<file path="config.mk">
export PLATFORM = sky130hd
export DESIGN_NAME = sum_of_squares_flat
export DESIGN_NICKNAME = d
export VERILOG_FILES = /design/src/rtl/sum_of_squares_if.sv /design/src/rtl/sum_of_squares.sv /design/src/flat_wrapper.sv
export SDC_FILE = /design/constraint.sdc
export NUM_CORES = 1
export LEC_CHECK = 0
export BUFFER_PORTS_ARGS = -buffer_cell sky130_fd_sc_hd__buf_2
export CAP_MARGIN = 20
export CORE_MARGIN = 10
export CORE_UTILIZATION = 50
export DETAILED_ROUTE_END_ITERATION = 16
export PLACE_DENSITY_LB_ADDON = 0.25
export SLEW_MARGIN = 0
export SYNTH_ARGS = -nofsm -noshare
export SYNTH_HDL_FRONTEND = slang
export SYNTH_SLANG_ARGS = --single-unit
</file>
<file path="constraint.sdc">
create_clock -name clock -period 2.65 [get_ports clock]
set_input_delay 0.1325 -clock clock [delete_from_list [all_inputs] [get_ports clock]]
set_output_delay 0.1325 -clock clock [all_outputs]
set_load 0.05 [all_outputs]
</file>
<file path="src/rtl/sum_of_squares_if.sv">
// rtl/sum_of_squares_if.sv - handshake bundle for the sum_of_squares unit
//
// Signals (slave = the sum_of_squares block, master = the upstream/downstream side):
//   in_valid   master->slave  triple on dx/dy/dz is valid
//   in_ready   slave->master  block can accept a triple
//   dx, dy, dz master->slave  signed D-bit axis differences, D = N/2
//   out_valid  slave->master  sum_sq holds a completed result
//   out_ready  master->slave  consumer accepts the result
//   sum_sq     slave->master  unsigned N-bit dx^2 + dy^2 + dz^2
interface sum_of_squares_if #(
  parameter int N = 32
);
  localparam int D = N / 2;

  logic                in_valid;
  logic                in_ready;
  logic signed [D-1:0] dx;
  logic signed [D-1:0] dy;
  logic signed [D-1:0] dz;
  logic                out_valid;
  logic                out_ready;
  logic [N-1:0]        sum_sq;

  modport slave (
    input  in_valid, dx, dy, dz, out_ready,
    output in_ready, out_valid, sum_sq
  );

  modport master (
    output in_valid, dx, dy, dz, out_ready,
    input  in_ready, out_valid, sum_sq
  );
endinterface

</file>
<file path="src/rtl/sum_of_squares.sv">
// rtl/sum_of_squares.sv - sequential dx^2+dy^2+dz^2 with one shared shift-add multiplier
//
// Ports:
//   clock  rising-edge clock
//   reset  synchronous, active-high reset
//   bus    sum_of_squares_if.slave: in_valid/in_ready/dx/dy/dz in,
//          out_valid/out_ready/sum_sq out
// Each accepted triple takes exactly 3*D cycles in SQ (D bits per axis),
// then the result is held in DONE until the consumer takes it.
module sum_of_squares #(
  parameter int N = 32
) (
  input  logic             clock,
  input  logic             reset,
  sum_of_squares_if.slave  bus
);
  localparam int D  = N / 2;
  localparam int BW = $clog2(D);
  localparam logic [BW-1:0] LAST_BIT = BW'(D - 1);

  typedef enum logic [1:0] {
    IDLE = 2'd0,
    SQ   = 2'd1,
    DONE = 2'd2
  } state_t;

  state_t        state;
  logic [N-1:0]  acc;
  logic [N-1:0]  mcand;
  logic [D-1:0]  mplier;
  logic [D-1:0]  mag_y;
  logic [D-1:0]  mag_z;
  logic [1:0]    axis;
  logic [BW-1:0] bit_cnt;
  logic          out_valid;
  logic [N-1:0]  sum_sq;
  logic [N-1:0]  acc_next;

  // Magnitude as an unsigned D-bit value; -2^(D-1) negates to the bit
  // pattern 2^(D-1), which is exactly right once read as unsigned.
  function automatic logic [D-1:0] mag_of(input logic [D-1:0] v);
    return v[D-1] ? (~v + 1'b1) : v;
  endfunction

  function automatic logic [N-1:0] zext(input logic [D-1:0] v);
    return {{(N-D){1'b0}}, v};
  endfunction

  assign acc_next = mplier[0] ? (acc + mcand) : acc;

  assign bus.in_ready  = (state == IDLE) && !reset;
  assign bus.out_valid = out_valid;
  assign bus.sum_sq    = sum_sq;

  always_ff @(posedge clock) begin
    if (reset) begin
      state     <= IDLE;
      acc       <= '0;
      mcand     <= '0;
      mplier    <= '0;
      mag_y     <= '0;
      mag_z     <= '0;
      axis      <= '0;
      bit_cnt   <= '0;
      out_valid <= 1'b0;
      sum_sq    <= '0;
    end else begin
      case (state)
        IDLE: begin
          // in_ready is implied here: state is IDLE and reset is low.
          if (bus.in_valid) begin
            mcand   <= zext(mag_of(bus.dx));
            mplier  <= mag_of(bus.dx);
            mag_y   <= mag_of(bus.dy);
            mag_z   <= mag_of(bus.dz);
            acc     <= '0;
            axis    <= '0;
            bit_cnt <= '0;
            state   <= SQ;
          end
        end
        SQ: begin
          acc <= acc_next;
          if (bit_cnt == LAST_BIT) begin
            bit_cnt <= '0;
            if (axis == 2'd2) begin
              // acc_next already includes this cycle's final partial product.
              sum_sq    <= acc_next;
              out_valid <= 1'b1;
              state     <= DONE;
            end else begin
              axis   <= axis + 2'd1;
              mcand  <= zext((axis == 2'd0) ? mag_y : mag_z);
              mplier <= (axis == 2'd0) ? mag_y : mag_z;
            end
          end else begin
            bit_cnt <= bit_cnt + 1'b1;
            mcand   <= mcand << 1;
            mplier  <= mplier >> 1;
          end
        end
        DONE: begin
          if (bus.out_ready) begin
            out_valid <= 1'b0;
            state     <= IDLE;
          end
        end
        default: begin
          state <= IDLE;
        end
      endcase
    end
  end
endmodule

</file>
<file path="src/flat_wrapper.sv">
// flat-port wrapper written by rule: the top's interface ports become plain ports
module sum_of_squares_flat 
#(
  parameter int N = 32
)
  (clock, reset, bus_in_valid, bus_dx, bus_dy, bus_dz, bus_out_ready, bus_in_ready, bus_out_valid, bus_sum_sq);
  sum_of_squares_if #(.N(N)) bus_i ();
  input  logic clock;
  input  logic reset;
  input wire logic [$bits(bus_i.in_valid)-1:0] bus_in_valid;
  input wire logic [$bits(bus_i.dx)-1:0] bus_dx;
  input wire logic [$bits(bus_i.dy)-1:0] bus_dy;
  input wire logic [$bits(bus_i.dz)-1:0] bus_dz;
  input wire logic [$bits(bus_i.out_ready)-1:0] bus_out_ready;
  output wire logic [$bits(bus_i.in_ready)-1:0] bus_in_ready;
  output wire logic [$bits(bus_i.out_valid)-1:0] bus_out_valid;
  output wire logic [$bits(bus_i.sum_sq)-1:0] bus_sum_sq;
  assign bus_i.in_valid = bus_in_valid;
  assign bus_i.dx = bus_dx;
  assign bus_i.dy = bus_dy;
  assign bus_i.dz = bus_dz;
  assign bus_i.out_ready = bus_out_ready;
  assign bus_in_ready = bus_i.in_ready;
  assign bus_out_valid = bus_i.out_valid;
  assign bus_sum_sq = bus_i.sum_sq;
  sum_of_squares #(.N(N)) u_core (.clock(clock), .reset(reset), .bus(bus_i));
endmodule
</file>
Word level (Yosys, flattened, before mapping)
Cells that the tools add are included.
Widths: inputs -> output; s select.
Operators by class
  add/subtract/negate cells: 6
  bitwise operators: 3
  eq/ne operators: 10
  reductions and logical operators: 13
  mux-type cells: 31
Operators with widths (count)
  $mux 32: 5
  $pmux 32 s2: 2
  $mux 16: 7
  $add 16x1->16 const B: 3
  $not 16->16: 3
  $add 32x32->32: 1
  $pmux 16 s2: 1
  $mux 2: 7
  $reduce_and 4->1: 3
  $mux 4: 2
  $pmux 4 s2: 1
  $ne 2x2->1 const B: 3
  $pmux 2 s3: 1
  $reduce_and 3->1: 2
  $add 4x1->4 const B: 1
  $eq 2x2->1 const B: 2
  $eq 4x4->1 const B: 1
  $logic_not 2->1: 2
  $ne 2x1->1 const B: 2
  $pmux 2 s2: 1
  $reduce_and 2->1: 2
  $reduce_bool 2->1: 2
  $mux 1: 3
  $ne 3x3->1 const B: 1
  5 further kinds: 5
Storage, ports and cells
  output and inout bits: 34
  register bits after elaboration: 153
  logic and storage cells: 73
  input bits: 52

Depth between registers and ports, before layout
Gate-level depths: netlist of the first run.
  depth after elaboration: 5
  depth in mapped cells: 10

Worst setup path before layout of the first run
Ideal clock, no wire load.
  path kind: register to register
  from: register u_core.mcand[0]
  to: register u_core.acc[30]
  slack: -0.071 ns
  data arrival time: 2.604 ns
  cell stages (with the launch flop): 11
  clock period less this slack: 2.721 ns
  cells stage by stage: dfxtp_1 -> ha_1 -> fa_1 -> a21o_1 -> a221o_1 -> o2111a_1 -> o21a_1 -> a31o_2 -> a21oi_1 -> xnor2_1 -> a22o_1
On the way
  word-level cells in the longest chain between the ends: 3
RTL lines
  from (decl): RTL line sum_of_squares.sv:29  | logic [N-1:0] mcand;
  from (signal assigned): RTL line sum_of_squares.sv:72  | mcand <= zext(mag_of(bus.dx));
  from (signal assigned): RTL line sum_of_squares.sv:93  | mcand <= zext((axis == 2'd0) ? mag_y : mag_z);
  from (signal assigned): RTL line sum_of_squares.sv:98  | mcand <= mcand << 1;
  $add 32x32->32: RTL line sum_of_squares.sv:49  | assign acc_next = mplier[0] ? (acc + mcand) : acc;
  $mux 32: RTL line sum_of_squares.sv:49
  $pmux 32 s2: RTL line sum_of_squares.sv:68  | case (state)
  to (signal assigned): RTL line sum_of_squares.sv:83  | acc <= acc_next;
  to (decl): RTL line sum_of_squares.sv:28  | logic [N-1:0] acc;
Every way passes these cells.
A chain may end at the register's enable or synchronous reset.

Worst setup path in the final report of the first run
  from: register u_core.mcand[1]
  to: register u_core.acc[30]
The elaborated chain is that of the path after synthesis.

==> key figures, run 1 <==
Run status
  – Outcome: finished, violations left
  – Failing checks: setup timing

Cells and area
  – P&R area growth vs syn: 21.8%
  – Finished Core Util: 0.628
  – Design area: 0.0105 mm²
  – Layout Nets: 1267
  – Post-Layout Cell Count: 1410
  – Share of cells above drive strength 1: 0.213
  – Fillers: 1501
  – Number of diodes: 0
  – Reg area: 0.00307 mm²
  – Multi-input logic area: 0.00535 mm²

Global route
  – First-pass GRT wire length: 37.4 mm
  – Initial antenna violation count: 0
  – GR Util met3: 0.0406
  – Largest net degree at the start of global routing: 53
  – Vias in the first global route: 7551
  – GRT met1 Usage: 0.258
  – Gr busiest metal: met2
  – Grt ovf: 0
  – All-Layer GR Usage: 0.201
  – Met2 usage: 0.330

Critical path
  – WS Path Type: flop to flop
  – CP max stage delay: 0.38 ns
  – Crit Path Max Fanout: 3
  – CP cell instances: buf_4 -> fa_2 -> a21o_1 -> a221o_1 -> o2111a_1 -> o21a_4 -> a31o_4 -> a21oi_4 -> xnor2_2 -> a22o_1
  – CP required: 2.98 ns
  – Crit path DAT: 3.01 ns
  – Slowest stage cell on the critical path: fa_2
  – Crit end category: flop
  – Critical path startpoint category: flop

Synthesis
  – Ys Warns: 0
  – Mux cell area share after synthesis: 0.0548
  – Synth top area share: 0.356
  – Cell variety after synth: 58
  – Synth Area in Simple Gates: 0.170
  – Post-synthesis xor/xnor area fraction: 0.0662
  – Post-synthesis sequential area ratio: 0.356
  – Seq cells post-synth: 153
  – Mapped Cells: 1057
  – EDFF count, synth: 0
  – Synth top area cells: dfxtp_1, a21oi_1, ha_1, nor2_1, nand2_1
  – Most frequent cell after synthesis: dfxtp_1
  – Largest family of logic cells by synthesized area: compound AO/OA/AOI/OAI gates
  – Ys flop type: dfxtp_1
  – Synth area leader: dfxtp_1
  – Fraction of registers with async set/reset: 0
  – Compound-Gate Fraction of Synth Area: 0.254
  – Mapped Area: 0.00860 mm²
  – Post-synthesis adder-cell area fraction: 0.0561
  – Commonest cells in the netlist: dfxtp_1, nor2_1, nand2_1, a21oi_1, o21ai_0
  – Mapped Avg Cell Area: 8.14 µm²
  – Syn Nets: 1147

Timing
  – Fmax: 373 MHz
  – RSZ-0062 raised after global routing: yes
  – PnR worst setup slack: -0.0315 ns
  – Slew @ Worst Pin: 0.696 ns
  – Slew Limit Fails: 0
  – Tmin final: 2.68 ns
  – Final period utilization: 1.01
  – Hold Violations, Final: 0
  – Layout Skew: 0.0116 ns
  – Final setup viols: 1
  – Worst slew margin: 0.535

Power
  – P per Cell Area: 566 mW/mm²
  – Int Power: 4.45 mW
  – Comb power frac: 0.125
  – Leakage power: 4.52 nW
  – Sw Ratio: 0.250
  – Clock power frac: 0.461
  – Psw: 1.48 mW
  – Total power: 5.94 mW
  – Worst VDD drop: 474 µV
  – Sequential power share: 0.414

Die
  – Die Wd: 151 µm
  – Chip Height: 151 µm
  – Starting Density: 0.515
  – Core footprint: 0.0167 mm²
  – DIE AREA: 0.0229 mm²
  – Row Count: 47
  – Boundary pin count: 86

Routing
  – Drc violations: 0
  – Remaining antenna violation count: 0
  – WL/cell: 16.4 µm
  – Via/cell ratio: 5.67
  – Vias post-DR: 7993
  – Final WL: 23.2 mm
  – DR iter-0 viols: 690
  – Detailed Routing Iterations Pass 1: 5

Placement
  – Dpl cells: 1371
  – Detailed Place HPWL: 16.8 mm
  – Post-DP Area: 0.00960 mm²
  – Buffers on Ports: 85
  – GP Congestion: 0.909

Min path
  – Min-delay worst type: primary input to flop

Flow run
  – Max Cap Viol: 0

Clock tree
  – TritonCTS clock tree: built
  – Worst skew pair latency: 0.43 ns
  – CTS Buffer Depth: 2
  – CTS clk-pin slew, worst paths: 0.06 ns
  – Num CTS Buffers: 17
  – Root buf cell: clkbuf_16
  – CTS Sinks: 153
  – Htree depth: 4
[stage by stage]
step                setup WS (ns)  hold slack (ns)  setup TNS, ns
CTS                       -0.0206           0.0175        -0.0230
global route               -0.105           0.0311         -0.428
finish                    -0.0315           0.0192        -0.0315
global placement          -0.0780            0.353         -0.218
floorplan                  0.0153            0.251              0
detailed placement         -0.183            0.359         -0.583
[worst paths after layout]
kind                                                        start                                end  slack [ns]  cells after the start
worst min-delay path                                   bus_dy[13]      u_core.mag_y[13]$_SDFFE_PP0P_        0.02                      4
worst max register to register       u_core.mcand[1]$_SDFFE_PP0P_        u_core.acc[30]$_SDFFE_PP0P_       -0.03                     10
worst max-delay path                 u_core.mcand[1]$_SDFFE_PP0P_        u_core.acc[30]$_SDFFE_PP0P_       -0.03                     10
worst min register to register  u_core.bus.sum_sq[4]$_SDFFE_PP0P_  u_core.bus.sum_sq[4]$_SDFFE_PP0P_        0.45                      2
[placed cells by master, fill, tap and decap left out, drive strengths merged, types with 5 or more instances in the layout]
master and n:
buf 168, a22o 8, o211ai 6, bufinv 5, mux2 9, a22oi 39
a21boi 5, o31ai 7, mux2i 37, nand3 11, and2 8, nor3 15
nor2 121, nand4 8, and3 7, a211oi 34, nor2b 8, nand2 115
dfxtp 153, or4 6, o21ai 81, or3 6, inv 14, nand2b 10
a21oi 108, xnor2 39, clkbuf 22, o21a 9, a21o 13, a31oi 8
xor2 26, ha 37
[routing by layer]
metal,vias to the layer above,share of wire
met5,-,0
li1,4041,-
met4,0,0.015
met2,180,0.47
met1,3747,0.46
met3,25,0.052
[critical path, delay by kind of cell, from the launching register on]
| kind | cells | cell delay, ns |
|---|---|---|
| adders and majority gates | 1 | 0.38 |
| xor gates and xnor gates | 1 | 0.08 |
| buffers and inverters | 1 | 0.14 |
| AOI/OAI and AO/OA | 7 | 1.66 |
| DFF | 1 | 0.32 |
[registers in the layout, summed over array words and instances (netlist names)]
name	flops
u_core.mcand	32
u_core.mag_y	16
u_core.acc	32
u_core.bus.sum_sq	32
u_core.axis	2
u_core.mplier	16
u_core.mag_z	16
u_core.bit_cnt	4
u_core.bus.out_valid	1
u_core.state	2
[kinds of logic after synthesis]
| logic type | Yosys count |
|---|---|
| buffers and inverters | 82 |
| AO/OA/AOI/OAI | 345 |
| XOR/XNOR | 65 |
| adder cells (fa/ha/maj) | 38 |
| AND/OR/NAND/NOR | 328 |
| flip-flops | 153 |
| multiplexers | 46 |
[power groups by stage]
| stage | registers (mW) | logic (mW) | clock network (mW) |
|---|---|---|---|
| finish | 2.46 | 0.744 | 2.73 |
| global route | 2.47 | 0.828 | 2.85 |
| CTS | 2.45 | 0.735 | 2.75 |
| detailed placement | 2.50 | 0.725 | 0 |
| global placement | 2.50 | 0.714 | 0 |
| floorplan | 2.48 | 0.469 | 0 |
[what timing repair did]
action | 4_1_cts | 5_1_grt
hold buffers | 3 | 0
setup buffers | 3 | 2
resized for setup | 9 | 34
endpoints found under the setup margin | 10 | 27
pin swaps | 3 | 19
hold endpoints to repair | 4 | 0
[cell type report]
cell class | count | area share
multi-input combinational | 822 | 0.510
sequential | 153 | 0.293
timing repair buffer | 171 | 0.104
inverter | 12 | 0.00430
tap | 220 | 0.0263
clock inverter | 10 | 0.0178
clock buffer | 22 | 0.0452
No activity file was read; power rests on OpenSTA's default activity.
==> run 2, diff against run 1 <==
ABC_AREA = 0   (was default)
CORE_UTILIZATION = 54   (was 50)
RECOVER_POWER = 100   (was default)
==> run 2 against run 1 <==
Net effect:
- the run still ends with setup timing left
- clock skew is 0.0018 ns higher
- first-iteration DRC count decreased by 4.8%
- sequential cell count is the same
- global-route usage up 0.18 points
- final cell count down 3.0%
- power is 4.8% lower
- cell area decreased by 2.7%
- maximum frequency is essentially flat
- count of clock-buffer cells in the layout shrank 1
- critical path depth unchanged
- clock power fell by 8.8%
==> key figures, run 2 (synthesis results as in run 1) <==
Run status
  – Failing checks: setup timing
  – Outcome: finished, violations left

Routing
  – Remaining antenna violation count: 0 (unchanged)
  – Final WL: 22.4 mm (-3.3%)
  – Drc violations: 0 (unchanged)
  – Vias post-DR: 7861 (-1.7%)
  – Detailed Routing Iterations Pass 1: 5 (unchanged)
  – DR iter-0 viols: 657 (-4.8%)
  – WL/cell: 16.4 µm (-0.33%)
  – Via/cell ratio: 5.75 (+1.4%)

Die
  – Chip Height: 146 µm (-3.3%)
  – Core footprint: 0.0158 mm² (-5.6%)
  – Starting Density: 0.546 (+0.0304)
  – Row Count: 46 (-2.1%)
  – Boundary pin count: 86 (unchanged)
  – DIE AREA: 0.0214 mm² (-6.4%)
  – Die Wd: 146 µm (-3.3%)

Clock tree
  – Num CTS Buffers: 17 (unchanged)
  – CTS Buffer Depth: 2 (unchanged)
  – Worst skew pair latency: 0.44 ns (about the same)
  – TritonCTS clock tree: built
  – CTS clk-pin slew, worst paths: 0.06 ns (about the same)
  – Htree depth: 4 (unchanged)
  – CTS Sinks: 153 (unchanged)
  – Root buf cell: clkbuf_16

Global route
  – Grt ovf: 0 (unchanged)
  – Met2 usage: 0.321 (-0.00855)
  – First-pass GRT wire length: 36.3 mm (-2.9%)
  – GR Util met3: 0.0368 (-0.00380)
  – GRT met1 Usage: 0.266 (+0.00803)
  – Initial antenna violation count: 0 (unchanged)
  – Vias in the first global route: 7321 (-3.0%)
  – Largest net degree at the start of global routing: 58 (+9.4%)
  – All-Layer GR Usage: 0.202 (+0.00175)
  – Gr busiest metal: met2

Placement
  – GP Congestion: 0.902 (-0.68%)
  – Post-place setup slack: -0.118 ns (+0.0652 ns)
  – Detailed Place HPWL: 15.9 mm (-5.5%)
  – Dpl cells: 1333 (-2.8%)
  – Post-DP Area: 0.00935 mm² (-2.6%)
  – Buffers on Ports: 85 (unchanged)

Timing
  – RSZ-0062 raised after global routing: yes
  – Worst slew margin: 0.109 (-0.425)
  – Layout Skew: 0.0134 ns (+0.00182 ns)
  – Slew Limit Fails: 0 (unchanged)
  – Hold Violations, Final: 0 (unchanged)
  – Final setup viols: 1 (unchanged)
  – Tmin final: 2.68 ns (+0.00149 ns)
  – Hold slack final: 0.0216 ns (+0.00235 ns)
  – Final period utilization: 1.01 (about the same)
  – Fmax: 373 MHz (about the same)
  – Total negative setup slack: -0.0330 ns (-0.00149 ns)
  – PnR worst setup slack: -0.0330 ns (-0.00149 ns)
  – Slew @ Worst Pin: 1.34 ns (+0.640 ns)

Critical path
  – Critical path startpoint category: flop
  – Crit Path Max Fanout: 3 (unchanged)
  – Reg2reg start: u_core.mcand[0]$_SDFFE_PP0P_
  – Crit path DAT: 3.01 ns (about the same)
  – Crit end category: flop
  – WS Path Type: flop to flop
  – CP required: 2.98 ns (about the same)
  – Worst R2R End: u_core.acc[30]$_SDFFE_PP0P_
  – Cells on worst reg2reg path: 10 (unchanged)
  – Worst R2R Setup Slack: -0.03 ns (about the same)

Power
  – P per Cell Area: 554 mW/mm² (-2.1%)
  – Total power: 5.65 mW (-4.8%)
  – Leakage power: 4.14 nW (-8.2%)
  – Worst VDD drop: 503 µV (+6.0%)

Cells and area
  – Commonest cells after routing, fill and taps aside: dfxtp_1, nor2_1, nand2_1
  – P&R area growth vs syn: 18.5%
  – Finished Core Util: 0.647 (+0.0189)
  – Share of cells above drive strength 1: 0.168 (-0.0450)
  – Number of diodes: 0 (unchanged)
  – Most common cell after layout, fill and taps aside: dfxtp_1
  – Largest regs: u_core.acc: 32 flops, u_core.bus.sum_sq: 32 flops, u_core.mcand: 32 flops
  – Post-Layout Cell Count: 1368 (-3.0%)
  – Design area: 0.0102 mm² (-2.7%)
  – Layout Nets: 1229 (-3.0%)

Min path
  – Min-delay worst type: primary input to flop
  – Hold depth: 4 (unchanged)
  – Hold_sp: bus_dy[13]
  – Hold path endpoint: u_core.mag_y[13]$_SDFFE_PP0P_

Flow run
  – Max Cap Viol: 0 (unchanged)
-- run 2: cell count changes in the layout (fill, tap and decap cells not counted), moves of 3 or more --
cell	change
a21oi_2	+4
buf_2	-35
ha_4	+4
buf_4	-44
bufinv_16	-3
inv_6	+3
ha_1	-4
a21oi_1	-4
clkbuf_1	+35
-- run 2: timing repair --
item	CTS	global route
hold buffers	3	0
pin swaps	4	23
endpoints found under the setup margin	10	29
cloned	0	0
gates resized for setup	5	54
hold endpoints to repair	4	0
setup buffers	1	1
-- run 2: where the power goes --
part           internal, mW  switching [mW]  total [mW]
clock                  1.48            1.01        2.49
sequential             2.39          0.0780        2.47
combinational         0.271           0.421       0.692
total                  4.14            1.51        5.65
-- run 2: how the worst max path moves through the flow --
stage                                       startpoint                            endpoint  slack, ns
final                     u_core.mcand[0]$_SDFFE_PP0P_         u_core.acc[30]$_SDFFE_PP0P_      -0.03
after floorplan           u_core.mcand[0]$_SDFFE_PP0P_         u_core.acc[30]$_SDFFE_PP0P_       0.02
after global placement    u_core.mcand[0]$_SDFFE_PP0P_         u_core.acc[30]$_SDFFE_PP0P_      -0.04
after detailed placement  u_core.mcand[0]$_SDFFE_PP0P_  u_core.bus.sum_sq[24]$_SDFFE_PP0P_      -0.12
after global routing      u_core.mcand[0]$_SDFFE_PP0P_  u_core.bus.sum_sq[18]$_SDFFE_PP0P_      -0.13
after CTS                 u_core.mcand[0]$_SDFFE_PP0P_         u_core.acc[30]$_SDFFE_PP0P_      -0.08
-- run 2: layer usage --
metal | part of all wire | vias to the layer above | wire [µm]
met2 | 0.46 | 228 | 10200
li1 | - | 3963 | -
met3 | 0.045 | 40 | 1010
met4 | 0.024 | 0 | 549
met5 | 0 | - | 0
met1 | 0.47 | 3630 | 10600
-- run 2: area by class of cell --
type | count | area, µm²
sequential | 153 | 3080
inverter | 12 | 45.0
tap | 216 | 270
clock buffer | 21 | 470
clock inverter | 11 | 133
fill | 1388 | 5570
multi-input combinational | 822 | 5440
timing repair buffer | 133 | 767
-- run 2: worst max-delay path: stages, from the launching register on --
cell and delay [ns]:
dfxtp_2 0.34, ha_4 0.16, fa_2 0.34, a21o_1 0.18, a221o_1 0.34, o2111a_2 0.30
o21a_4 0.22, a31o_4 0.24, a21oi_4 0.16, xnor2_2 0.08, a22o_1 0.23
